## config.mk

```make
export PLATFORM = sky130hd
export DESIGN_NAME = counter_bounded_shift
export DESIGN_NICKNAME = d
export VERILOG_FILES = /design/src/rtl/counter_bounded_shift.sv
export SDC_FILE = /design/constraint.sdc
export NUM_CORES = 1
export LEC_CHECK = 0
export BUFFER_PORTS_ARGS = -buffer_cell sky130_fd_sc_hd__buf_2
export CAP_MARGIN = 20
export CORE_MARGIN = 5
export CORE_UTILIZATION = 30
export DETAILED_ROUTE_END_ITERATION = 7
export PLACE_DENSITY = 0.55
export SETUP_SLACK_MARGIN = 0.15
export SYNTH_ARGS = -nofsm -noshare
export SYNTH_HDL_FRONTEND = slang
export SYNTH_SLANG_ARGS = --single-unit
export TNS_END_PERCENT = 5
```

## constraint.sdc

```tcl
create_clock -name C -period 4.32 [get_ports C]
set_input_delay 0 -clock C [delete_from_list [all_inputs] [get_ports C]]
set_output_delay 0 -clock C [all_outputs]
set_load 0.02 [all_outputs]
```

## src/rtl/counter_bounded_shift.sv

```systemverilog
// Bounded up/down counter with shift and rotate operations.
// Wrap or saturate at programmable bounds; TC pulse and sticky OVF.
module counter_bounded_shift #(
    parameter int             N         = 8,
    parameter logic [N-1:0]   RESET_VAL = '0
) (
    input  logic         C,
    input  logic         R,
    input  logic         EN,
    input  logic [N-1:0] D,
    input  logic         L,
    input  logic         INC,
    input  logic         DEC,
    input  logic [N-1:0] STEP,
    input  logic [N-1:0] LO,
    input  logic [N-1:0] HI,
    input  logic         SAT,
    input  logic         SHL,
    input  logic         SHR,
    input  logic         ROL,
    input  logic         ROR,
    input  logic         SI,
    input  logic         CLR_OVF,
    output logic [N-1:0] Q,
    output logic         TC,
    output logic         OVF
);

    logic [N:0]   sum;
    logic [N-1:0] diff;
    logic         cnt_ok;
    logic         inc_ev;
    logic         dec_ev;
    logic         evt;
    logic [N-1:0] q_nxt;

    // Boundary detection in N+1 bits so Q+STEP cannot silently wrap
    always_comb begin
        sum    = {1'b0, Q} + {1'b0, STEP};
        diff   = Q - STEP;
        cnt_ok = (STEP != '0) && (LO <= HI);
        inc_ev = cnt_ok && (sum > {1'b0, HI});
        dec_ev = cnt_ok && ((Q < STEP) || (diff < LO));
    end

    // Select one operation by priority and flag boundary events
    always_comb begin
        q_nxt = Q;
        evt   = 1'b0;
        if (EN) begin
            if (L) begin
                q_nxt = D;
            end else if (INC || DEC) begin
                if (INC && !DEC && cnt_ok) begin
                    if (inc_ev) begin
                        evt   = 1'b1;
                        q_nxt = SAT ? HI : LO;
                    end else begin
                        q_nxt = sum[N-1:0];
                    end
                end else if (DEC && !INC && cnt_ok) begin
                    if (dec_ev) begin
                        evt   = 1'b1;
                        q_nxt = SAT ? LO : HI;
                    end else begin
                        q_nxt = diff;
                    end
                end
            end else if (SHL) begin
                q_nxt = {Q[N-2:0], SI};
            end else if (SHR) begin
                q_nxt = {SI, Q[N-1:1]};
            end else if (ROL) begin
                q_nxt = {Q[N-2:0], Q[N-1]};
            end else if (ROR) begin
                q_nxt = {Q[0], Q[N-1:1]};
            end
        end
    end

    // Register value, terminal-count pulse and sticky flag; set beats clear
    always_ff @(posedge C) begin
        if (R) begin
            Q   <= RESET_VAL;
            TC  <= 1'b0;
            OVF <= 1'b0;
        end else begin
            Q   <= q_nxt;
            TC  <= evt;
            OVF <= evt | (OVF & ~CLR_OVF);
        end
    end

endmodule

```

---- Word level (Yosys, flattened, before mapping) ----
Cells that the tools add are included.
cells by class
  add/sub/neg operators ................... 2
  equality and inequality tests ........... 1
  magnitude comparators ................... 4
  reductions and logical operators ........ 14
  bitwise gates (word level) .............. 3
  multiplexer cells ....................... 19
operator list
  operator                                                                  count
  8-bit two-way mux                                                         12
  8-bit < comparator                                                        2
  8-bit by 8-bit adder with 9-bit output                                    1
  9-bit by 8-bit > comparator with 1-bit output                             1
  8-bit less-or-equal comparator                                            1
  8-bit nonzero test                                                        1
  8-bit subtractor                                                          1
  1-bit logical AND                                                         7
  1-bit two-way mux                                                         7
  6-bit nonzero test                                                        1
  4-bit by 2-bit inequality test with 1-bit output (second input constant)  1
  3-bit AND reduction                                                       1
  1-bit logical NOT                                                         2
  1-bit logical OR                                                          2
  1-bit AND                                                                 1
  1-bit NOT                                                                 1
  1-bit OR                                                                  1
storage, ports and cells
  flip-flop bits (word level) ............. 10
  input bits .............................. 45
  word-level logic and storage cells ...... 46
  output and inout port bits .............. 10

---- Depth between registers and ports, before layout ----
Gate-level depths: netlist of run 1.
  word-level depth ........................ 11
  mapped depth ............................ 17
  gate-level depth less buffers ........... 17

---- Worst setup path before layout of run 1 ----
OpenSTA, ideal clock, no wires.
  path kind ............................... register -> register
  start point ............................. register Q[0]
  end point ............................... register Q[3]
  path slack .............................. 0.713 ns
  buffers on the path ..................... 0
  clock period less this slack ............ 3.607 ns
  data required time ...................... 4.191 ns
  data arrival time ....................... 3.477 ns
  stages on the path, launching flop included .. 15
  setup time .............................. 0.129 ns
  cell sequence ........................... dfxtp_1 ha_1 fa_1 nor2b_1 o311ai_1 nand2_1 xnor2_1 ha_1 a21o_1 a221o_1 a221oi_4 nor2_4 mux2_2 a31oi_1 o31ai_1
on the way
  longest elaborated chain between the ends .. 9
  elaborated cells between the ends (all ways) .. 14
  classes of those cells .................. 2 x add/sub; 3 x order compare; 6 x mux; 3 x reduce/logical
RTL lines
  element                   line  text
  start: declaration        24    output logic [N-1:0] Q,
  start signal: assignment  88    Q <= q_nxt;
  8-bit subtractor          40    diff = Q - STEP;
  8-bit < comparator        43    dec_ev = cnt_ok && ((Q < STEP) || (diff < LO));
  1-bit logical OR          43
  1-bit logical AND         43
  8-bit two-way mux         62    if (dec_ev) begin
  8-bit two-way mux         61    end else if (DEC && !INC && cnt_ok) begin
  8-bit two-way mux *       54    if (INC && !DEC && cnt_ok) begin
  8-bit two-way mux *       53    end else if (INC || DEC) begin
  8-bit two-way mux *       51    if (L) begin
Mark *: on every way between the ends. The rest lies on a longest branch, timed or not. The select of a mux whose other input is x is not followed.
A chain may end at the register's enable or synchronous reset.

---- Worst setup path in the final report of run 1 ----
  start point ............................. register Q[2]
  end point ............................... register Q[0]
The elaborated chain is that of the path after synthesis.

==> flow_summary.json, run 1 <==
{
  "status": "completed",
  "multiInputGateArea_um2": 2040,
  "cts_root_buf": "clkbuf_8",
  "critPathKind": "register to register",
  "setup_slack_ps": 308,
  "yosys.area.top_type_share_pct": 20.5,
  "yosys_warnings": 0,
  "antenna-diode-count": 0,
  "reg2reg_from": "Q[2]$_SDFFE_PP0P_",
  "die_y_um": 99.0,
  "dpl_worst_slack_ps": 307,
  "die_w_um": 99.0,
  "fin_tns_setup_ps": 0,
  "startpoint": "Q[2]$_SDFFE_PP0P_",
  "area_delta_synth_final_pct": 18.6,
  "final_hold_viol_count": 0,
  "firstDrtPassIters": 5,
  "hp-class": "input port to register",
  "cp-start-kind": "register",
  "clock_sinks": 10,
  "slew_violations": 0,
  "layout_min_cycle_time_ps": 4010,
  "drt_iter0_drc": 125,
  "cts_tree": "yes",
  "fin_skew_ps": 5.02,
  "wl_um": 7950,
  "antenna_found_initial": 0,
  "drive_gt1_share_pct": 21.8,
  "maxSlewHeadroom_pct": 49.4,
  "r2r-end": "Q[0]$_SDFFE_PP0P_",
  "finalSetupViolCount": 0,
  "clkLatencyLatePin_ps": 250,
  "synth_area_um2": 2380,
  "crit_path_end": "Q[0]$_SDFFE_PP0P_",
  "leakage_nw": 1.36,
  "worst_ep_required_time_ps": 4460,
  "cts_hold_buffers": 0,
  "place_hpwl_um": 6700,
  "die_area_um2": 9810,
  "grt_usage_pct": 15.5,
  "synth-main-ff-cell": "dfxtp_1",
  "wl_per_cell_um": 16.8,
  "critPathCaptureType": "register",
  "viasPerCell": 5.41,
  "synth.net_count": 409,
  "io_buffers": 54,
  "period_share_pct": 92.9,
  "yosysTopAreaCell": "ha_1",
  "place_congestion": 0.939,
  "grt_max_degree": 32,
  "rows": 32,
  "worstHoldStart": "EN",
  "ant_nets": 0,
  "numCtsBuffers": 3,
  "power.density_nw_per_um2": 296,
  "fmax_mhz": 249,
  "regArea_um2": 201,
  "start_util_pct": 30.8,
  "holdWs_ps": 54.1,
  "total_power_mw": 0.835,
  "pin_count": 55,
  "async_reset_ff_share_pct": 0,
  "clkTransAtPathRegs_ps": 50,
  "vias": 2566,
  "grt_pass1_vias": 2423,
  "ys_types": 54,
  "drc_errors": 0,
  "r2r_cells": 12,
  "grt_overflow": 0,
  "cap_violations": 0,
  "nets": 459,
  "r2r_slack_ps": 310,
  "n_fill_cell": 854,
  "postSynthAreaPerCell_um2": 7.36,
  "synthesis.instances": 323,
  "worstPathMaxFanout": 9,
  "ir_drop_mv": 0.101,
  "synth_area_leaders": "ha_1 (21%), dfxtp_1 (8.4%), nor2_1 (6.2%)",
  "ys_ff_latch": 10,
  "core_um2": 7730,
  "grt_pass1_wl_um": 12300,
  "seq_area_frac_synth_pct": 8.42,
  "rsz0062_at_grt": "no",
  "tightest_slew_ps": 754,
  "synth_edf_count": 0,
  "critPathArrivalTime_ps": 4150,
  "htree_levels": 1,
  "clockBufferDepth": 2
}
where the power goes:
part | total, mW | leakage (nW) | internal (mW) | switching, mW
Sequential | 0.126 | 0.0828 | 0.104 | 0.0219
Combinational | 0.585 | 1.25 | 0.252 | 0.333
Clock | 0.124 | 0.0288 | 0.0807 | 0.0437
layout by cell type (no fill, tap or decap), types with 5 or more instances in the layout:
cell type,Yosys,final
a31oi_1,6,6
mux2i_1,14,14
inv_1,29,29
nand3b_1,5,5
a211oi_1,6,6
a21oi_1,25,25
xor2_1,5,5
nand2_1,21,21
nor3_1,6,6
ha_1,39,39
o21ai_0,19,19
dfxtp_1,10,9
nor2_1,39,39
mux2_2,7,7
nor2b_1,9,9
nand2b_1,6,6
xnor2_1,8,7
buf_2,2,54
through the flow:
stage                     utilization, %  instances  area [um2]
after floorplan                        -        323        2380
after global placement              35.5        470        2740
after detailed placement            35.5        470        2740
after CTS                           36.2        474        2800
after global routing                36.5        474        2820
final                               36.5        474        2820
worst min-delay path by stage:
stage	end	slack (ps)	cells past startpoint
finish	TC$_SDFF_PP0_	50	3
global route	TC$_SDFF_PP0_	80	3
CTS	TC$_SDFF_PP0_	50	3
detailed placement	TC$_SDFF_PP0_	310	3
global placement	TC$_SDFF_PP0_	310	3
floorplan	TC$_SDFF_PP0_	160	2
critical path, stage by stage (launching register included):
cell,delay [ps]
dfxtp_1,480
ha_1,410
o41ai_1,590
nor2_1,100
xnor2_1,330
ha_1,300
and3_1,190
a221o_1,360
a221oi_4,390
a211oi_1,90
a21oi_1,160
a31oi_1,110
a311oi_2,370
synthesized netlist by cell type (all sizes together), types with 2 or more instances:
cell / number
o211ai: 4
nand2b: 6
fa: 2
dfxtp: 10
nand3: 4
o2111ai: 2
and3: 2
nand3b: 5
mux2: 8
nor2b: 9
nor2: 41
nor3: 7
o221ai: 2
o21ai: 20
a31oi: 6
clkbuf: 7
a21oi: 25
nand2: 21
inv: 29
xor2: 5
xnor2: 8
a211oi: 8
a21o: 4
buf: 4
mux2i: 14
nand4: 3
o21a: 2
o41ai: 2
nor4: 3
o31ai: 3
ha: 39
a311oi: 2
or3: 2
nor3b: 3
cell type report:
class                      count  share of cell area, %
clock buffer                   4                   1.95
tap                          102                   4.52
multi-input combinational    273                   72.4
sequential                    10                   7.14
timing repair buffer          56                   10.1
inverter                      29                   3.86
flip-flops by register name, indices dropped and copies added, names as in the netlist:
register  cells
OVF           1
Q             8
TC            1
timing repair:
| item | CTS | global route |
|---|---|---|
| setup buffers | 0 | 0 |
| setup endpoints to repair | 0 | 5 |
| resized for setup | 0 | 4 |
cell families (layout without fill, tap and decap cells):
logic type,after synthesis,count (layout),share of synthesized area [%]
fa+ha+maj,41,41,22.2
xor+xnor,13,13,4.79
mux,22,22,9.84
simple gates,110,110,23.6
buf+inv,40,89,6.58
compound gates,87,87,24.6
flops,10,10,8.42
metal layers:
| metal | vias to the layer above | track usage (%) | routed length [um] |
|---|---|---|---|
| met2 | 71 | 26.3 | 3840 |
| met1 | 1221 | 20.8 | 3540 |
| met3 | 8 | 2.48 | 455 |
| li1 | 1266 | - | - |
| met5 | - | 0 | 0 |
| met4 | 0 | 2.84 | 106 |
Power figures use the tool's default switching activity.
==> inputs of run 2 (changes only) <==
--- a/config.mk
+++ b/config.mk
@@ -7,6 +7,7 @@
 export LEC_CHECK = 0
 export BUFFER_PORTS_ARGS = -buffer_cell sky130_fd_sc_hd__buf_2
 export CAP_MARGIN = 20
+export CORE_ASPECT_RATIO = 1.5
 export CORE_MARGIN = 5
 export CORE_UTILIZATION = 30
 export DETAILED_ROUTE_END_ITERATION = 7
==> constraint.sdc (replaced) <==
create_clock -name C -period 4.32 [get_ports C]
set_input_delay 0 -clock C [delete_from_list [all_inputs] [get_ports C]]
set_output_delay 0 -clock C [all_outputs]
set_load 0.1 [all_outputs]
==> flow_summary.json, run 2 (same netlist as run 1, synthesis figures left out) <==
{
  "vias": 2536,
  "grt_overflow": 0,
  "largest_reg_flops": 8,
  "p_int_mw": 0.508,
  "grt_pass1_wl_um": 12400,
  "fmax_mhz": 251,
  "largest_register": "Q",
  "leakage_nw": 1.38,
  "clockBufferDepth": 2,
  "gr-max-usage-layer": "met2",
  "wl_per_cell_um": 16.7,
  "grt_use_met1_pct": 20.0,
  "pin_count": 55,
  "rsz0062_at_grt": "no",
  "worstPathMaxFanout": 10,
  "io_buffers": 54,
  "grtUsageMet2_pct": 28.4,
  "firstDrtPassIters": 4,
  "power.density_nw_per_um2": 341,
  "drt_iter0_drc": 104,
  "tightest_slew_ps": 794,
  "cap_violations": 0,
  "start_util_pct": 31.0,
  "clockPowerShare_pct": 19.1,
  "clock_sinks": 10,
  "place_hpwl_um": 6700,
  "total_power_mw": 0.980,
  "drive_gt1_share_pct": 22.5,
  "cp_common_cell": "o41ai_2",
  "critPathArrivalTime_ps": 4120,
  "setup_slack_ps": 338,
  "nets": 460,
  "cts_root_buf": "clkbuf_16",
  "slew_violations": 0,
  "place_congestion": 0.866,
  "p_sw_share_pct": 48.2,
  "maxSlewHeadroom_pct": 46.8,
  "period_share_pct": 92.2,
  "worst_ep_required_time_ps": 4460,
  "ir_drop_mv": 0.281,
  "finalSetupViolCount": 0,
  "fin_skew_ps": 2.73,
  "cts_tree": "yes",
  "path_cells": "ha_2 -> nor2_1 -> a21oi_1 -> o41ai_2 -> o41ai_2 -> xor2_1 -> ha_1 -> and3_1 -> a221o_1 -> a221oi_4 -> nor2_4 -> o211ai_1 -> o2111ai_1 -> a311oi_1",
  "hp-class": "input port to register",
  "layout_min_cycle_time_ps": 3980,
  "crit_slowest_cell": "ha_2",
  "die_w_um": 82.7,
  "grt_pass1_vias": 2571,
  "antenna-diode-count": 0,
  "cts_hold_buffers": 0,
  "mostFrequentLayoutCells": "buf_2 (54), nor2_1 (39), ha_1 (37), inv_1 (29), a21oi_1 (25)",
  "viasPerCell": 5.34,
  "drc_errors": 0,
  "fin_tns_setup_ps": 0,
  "die_area_um2": 9850,
  "antenna_found_initial": 0,
  "rows": 39,
  "p_seq_share_pct": 13.0,
  "ant_nets": 0,
  "area_delta_synth_final_pct": 20.9,
  "p_comb_share_pct": 67.9,
  "wl_um": 7910,
  "critPathKind": "register to register",
  "status": "completed",
  "reg_top3": "Q (8), OVF (1), TC (1)",
  "clkTransAtPathRegs_ps": 40,
  "htree_levels": 1,
  "grt_use_met3_pct": 1.81,
  "grt_usage_pct": 16.1,
  "dpl_worst_slack_ps": 166,
  "final_common_cell": "buf_2",
  "final_hold_viol_count": 0,
  "core_um2": 7660,
  "critPathCaptureType": "register",
  "clkLatencyLatePin_ps": 240,
  "p_switching_mw": 0.472,
  "max_stage_delay_ps": 500,
  "numCtsBuffers": 3,
  "grt_max_degree": 32,
  "die_y_um": 119,
  "cp-start-kind": "register"
}
run 2: cell types whose count changed in the layout (fill, tap and decap cells not counted), moves of 2 or more:
| cell | previous run | this run |
|---|---|---|
| clkbuf_16 | 0 | 3 |
| clkbuf_8 | 4 | 1 |
| ha_1 | 39 | 37 |
| ha_2 | 0 | 2 |
run 2: final timing paths:
path | endpoint | from | slack (ps) | cells after the start
worst max-delay path | Q[7]$_SDFFE_PP0P_ | Q[4]$_SDFFE_PP0P_ | 340 | 14
worst min-delay path | TC$_SDFF_PP0_ | EN | 70 | 3
worst max register to register | Q[7]$_SDFFE_PP0P_ | Q[4]$_SDFFE_PP0P_ | 340 | 14
worst min register to register | OVF$_SDFF_PP0_ | OVF$_SDFF_PP0_ | 450 | 1
run 2: worst max-delay path: cells and delay by family, from the launching register on:
family	cells	cell delay [ps]
DFF	1	400
and+or+nand+nor	3	390
xor gates and xnor gates	1	270
AOI/OAI and AO/OA	8	2010
adders and majority gates	2	790
run 2: repair_timing:
action / CTS / global route
gates resized for setup: 0 / 6
setup endpoints to repair: 0 / 7
setup buffers: 0 / 2
run 2: per-stage QoR:
step	std cells	utilization [%]	hold slack, ps	area [um2]
after floorplan	323	-	163	2380
after detailed placement	469	35.7	322	2740
after global placement	469	35.7	320	2740
after global routing	475	37.5	88.3	2880
final	475	37.5	66.0	2880
after CTS	473	36.9	72.8	2830
run 2: final cells by class:
cell class              count  area, um2
fillers                   851       4790
multi-input cells         273       2060
repair buffers             57        293
flip-flops and latches     10        200
well taps                 102        128
inverters                  29        109
clock buffers               4       88.8
run 2: power groups by stage:
| stage | Clock (mW) | Combinational (mW) | Sequential (mW) |
|---|---|---|---|
| after floorplan | 0 | 0.403 | 0.201 |
| after global placement | 0 | 0.639 | 0.128 |
| after detailed placement | 0 | 0.636 | 0.128 |
| after CTS | 0.188 | 0.641 | 0.127 |
| after global routing | 0.194 | 0.729 | 0.129 |
| final | 0.187 | 0.666 | 0.127 |
run 2: layer usage:
metal	vias to the layer above	wire length, um	share of wire (%)
met5	-	0	0
met4	0	145	1.8
met3	12	416	5.3
met2	80	3980	50
met1	1178	3370	43
li1	1266	-	-
==> inputs of run 3 (changes only) <==
--- a/config.mk
+++ b/config.mk
@@ -11,6 +11,7 @@
 export CORE_MARGIN = 5
 export CORE_UTILIZATION = 30
 export DETAILED_ROUTE_END_ITERATION = 7
+export GPL_TIMING_DRIVEN = 0
 export PLACE_DENSITY = 0.55
 export SETUP_SLACK_MARGIN = 0.15
 export SYNTH_ARGS = -nofsm -noshare
==> flow_summary.json, run 3 (same netlist as run 1, synthesis figures left out) <==
{
  "mostFrequentLayoutCells": "buf_2 (56), nor2_1 (39), ha_1 (39), inv_1 (29), a21oi_1 (25)",
  "status": "completed",
  "slew_violations": 0,
  "tightest_slew_ps": 833,
  "vias": 2469,
  "maxSlewHeadroom_pct": 44.1,
  "viasPerCell": 5.08,
  "fin_tns_setup_ps": 0,
  "cpLargestDelayFamily": "compound AO/OA/AOI/OAI gates",
  "clkTransAtPathRegs_ps": 40,
  "reg_top3": "Q (8), OVF (1), TC (1)",
  "worst-path-buf-inv": 0,
  "p_switching_mw": 0.463,
  "grt_pass1_wl_um": 12300,
  "ant_nets": 0,
  "grt_usage_pct": 16.1,
  "grt_max_degree": 11,
  "numCtsBuffers": 3,
  "ir_drop_mv": 0.196,
  "largest_reg_flops": 8,
  "cap_violations": 0,
  "power.density_nw_per_um2": 328,
  "die_w_um": 82.7,
  "wl_um": 7630,
  "die_area_um2": 9850,
  "period_share_pct": 92.7,
  "nets": 472,
  "io_buffers": 54,
  "clockBufferDepth": 2,
  "place_congestion": 0.843,
  "layout_min_cycle_time_ps": 4000,
  "cts_tree": "yes",
  "critPathCaptureType": "register",
  "wl_per_cell_um": 15.7,
  "rsz0062_at_grt": "no",
  "utilization_pct": 38.0,
  "worst_ep_required_time_ps": 4450,
  "finalSetupViolCount": 0,
  "drive_gt1_share_pct": 22.4,
  "antenna-diode-count": 0,
  "area_delta_synth_final_pct": 22.3,
  "rows": 39,
  "leakage_nw": 1.40,
  "start_util_pct": 31.0,
  "drc_errors": 0,
  "critPathKind": "register to register",
  "final_hold_viol_count": 0,
  "clock_sinks": 10,
  "firstDrtPassIters": 4,
  "pin_count": 55,
  "place_hpwl_um": 6640,
  "clockPowerShare_pct": 17.0,
  "critPathArrivalTime_ps": 4130,
  "n_fill_cell": 851,
  "cp-start-kind": "register",
  "path_cells": "ha_1 -> fa_1 -> nor2b_1 -> o311ai_2 -> nand2_1 -> xnor2_2 -> ha_1 -> a21o_1 -> a221o_1 -> a221oi_4 -> nor2_4 -> mux2i_2 -> o21ai_0 -> a211o_1",
  "holdWs_ps": 72.4,
  "p_seq_share_pct": 13.4,
  "final_common_cell": "buf_2",
  "p_sw_share_pct": 48.5,
  "worstPathMaxFanout": 8,
  "cts_root_buf": "clkbuf_16",
  "die_y_um": 119,
  "cp_common_cell": "ha_1",
  "clkLatencyLatePin_ps": 240,
  "htree_levels": 1,
  "crit_slowest_cell": "a221oi_4",
  "drt_iter0_drc": 44,
  "core_um2": 7660,
  "largest_register": "Q",
  "max_stage_delay_ps": 430,
  "p_comb_share_pct": 69.6,
  "grt_pass1_vias": 2522,
  "p_int_mw": 0.492,
  "antenna_found_initial": 0,
  "fin_skew_ps": 2.29,
  "grt_overflow": 0,
  "fmax_mhz": 250,
  "hp-class": "input port to register"
}
## run 3: changes by cell type in the layout (fill, tap and decap cells not counted), sizes merged
| cell | change |
|---|---|
| clkbuf | +6 |
| buf | +5 |
## run 3: through the flow
stage	power [mW]	instances	cell area (um2)	worst slack [ps]
after floorplan	0.603	323	2380	173
after detailed placement	0.767	479	2780	74.0
after global routing	1.03	486	2910	130
after global placement	0.763	479	2780	111
final	0.955	486	2910	315
after CTS	0.937	482	2870	227
## run 3: worst min-delay path: stages
cell,delay [ps]
buf_2,110
nand3b_1,70
nor3_1,70
## run 3: power groups by stage
stage	sequential, mW	clock [mW]	combinational, mW
2_1_floorplan	0.201	0	0.403
3_3_place_gp	0.130	0	0.633
3_5_place_dp	0.130	0	0.637
4_1_cts	0.128	0.165	0.644
5_1_grt	0.131	0.169	0.736
6_report	0.128	0.162	0.664
## run 3: worst paths after layout
| kind | start | endpoint | slack, ps | cells past startpoint |
|---|---|---|---|---|
| setup / recovery | Q[0]$_SDFFE_PP0P_ | Q[6]$_SDFFE_PP0P_ | 320 | 14 |
| hold / removal | EN | TC$_SDFF_PP0_ | 70 | 3 |
| setup reg to reg | Q[0]$_SDFFE_PP0P_ | Q[6]$_SDFFE_PP0P_ | 320 | 14 |
| hold reg to reg | OVF$_SDFF_PP0_ | OVF$_SDFF_PP0_ | 460 | 1 |
## run 3: area by class of cell
cell class              count  area, um2  share of cell area [%]
plain buffers              11       47.5                    1.63
inverters                  29        109                    3.74
multi-input cells         273       2050                    70.4
clock buffers               3       75.1                    2.58
repair buffers             58        300                    10.3
flip-flops and latches     10        201                    6.92
well taps                 102        128                    4.39
## run 3: timing repair
action	4_1_cts	5_1_grt
pin swaps	0	6
setup endpoints to repair	6	6
setup buffers	0	4
hold buffers	0	0
resized for setup	2	3
## run 3: routing by layer
layer | part of all wire, % | global-route usage [%]
met5 | 0 | 0
met4 | 1.2 | 4.09
met3 | 5.2 | 1.28
met2 | 52 | 29.0
met1 | 41 | 19.9
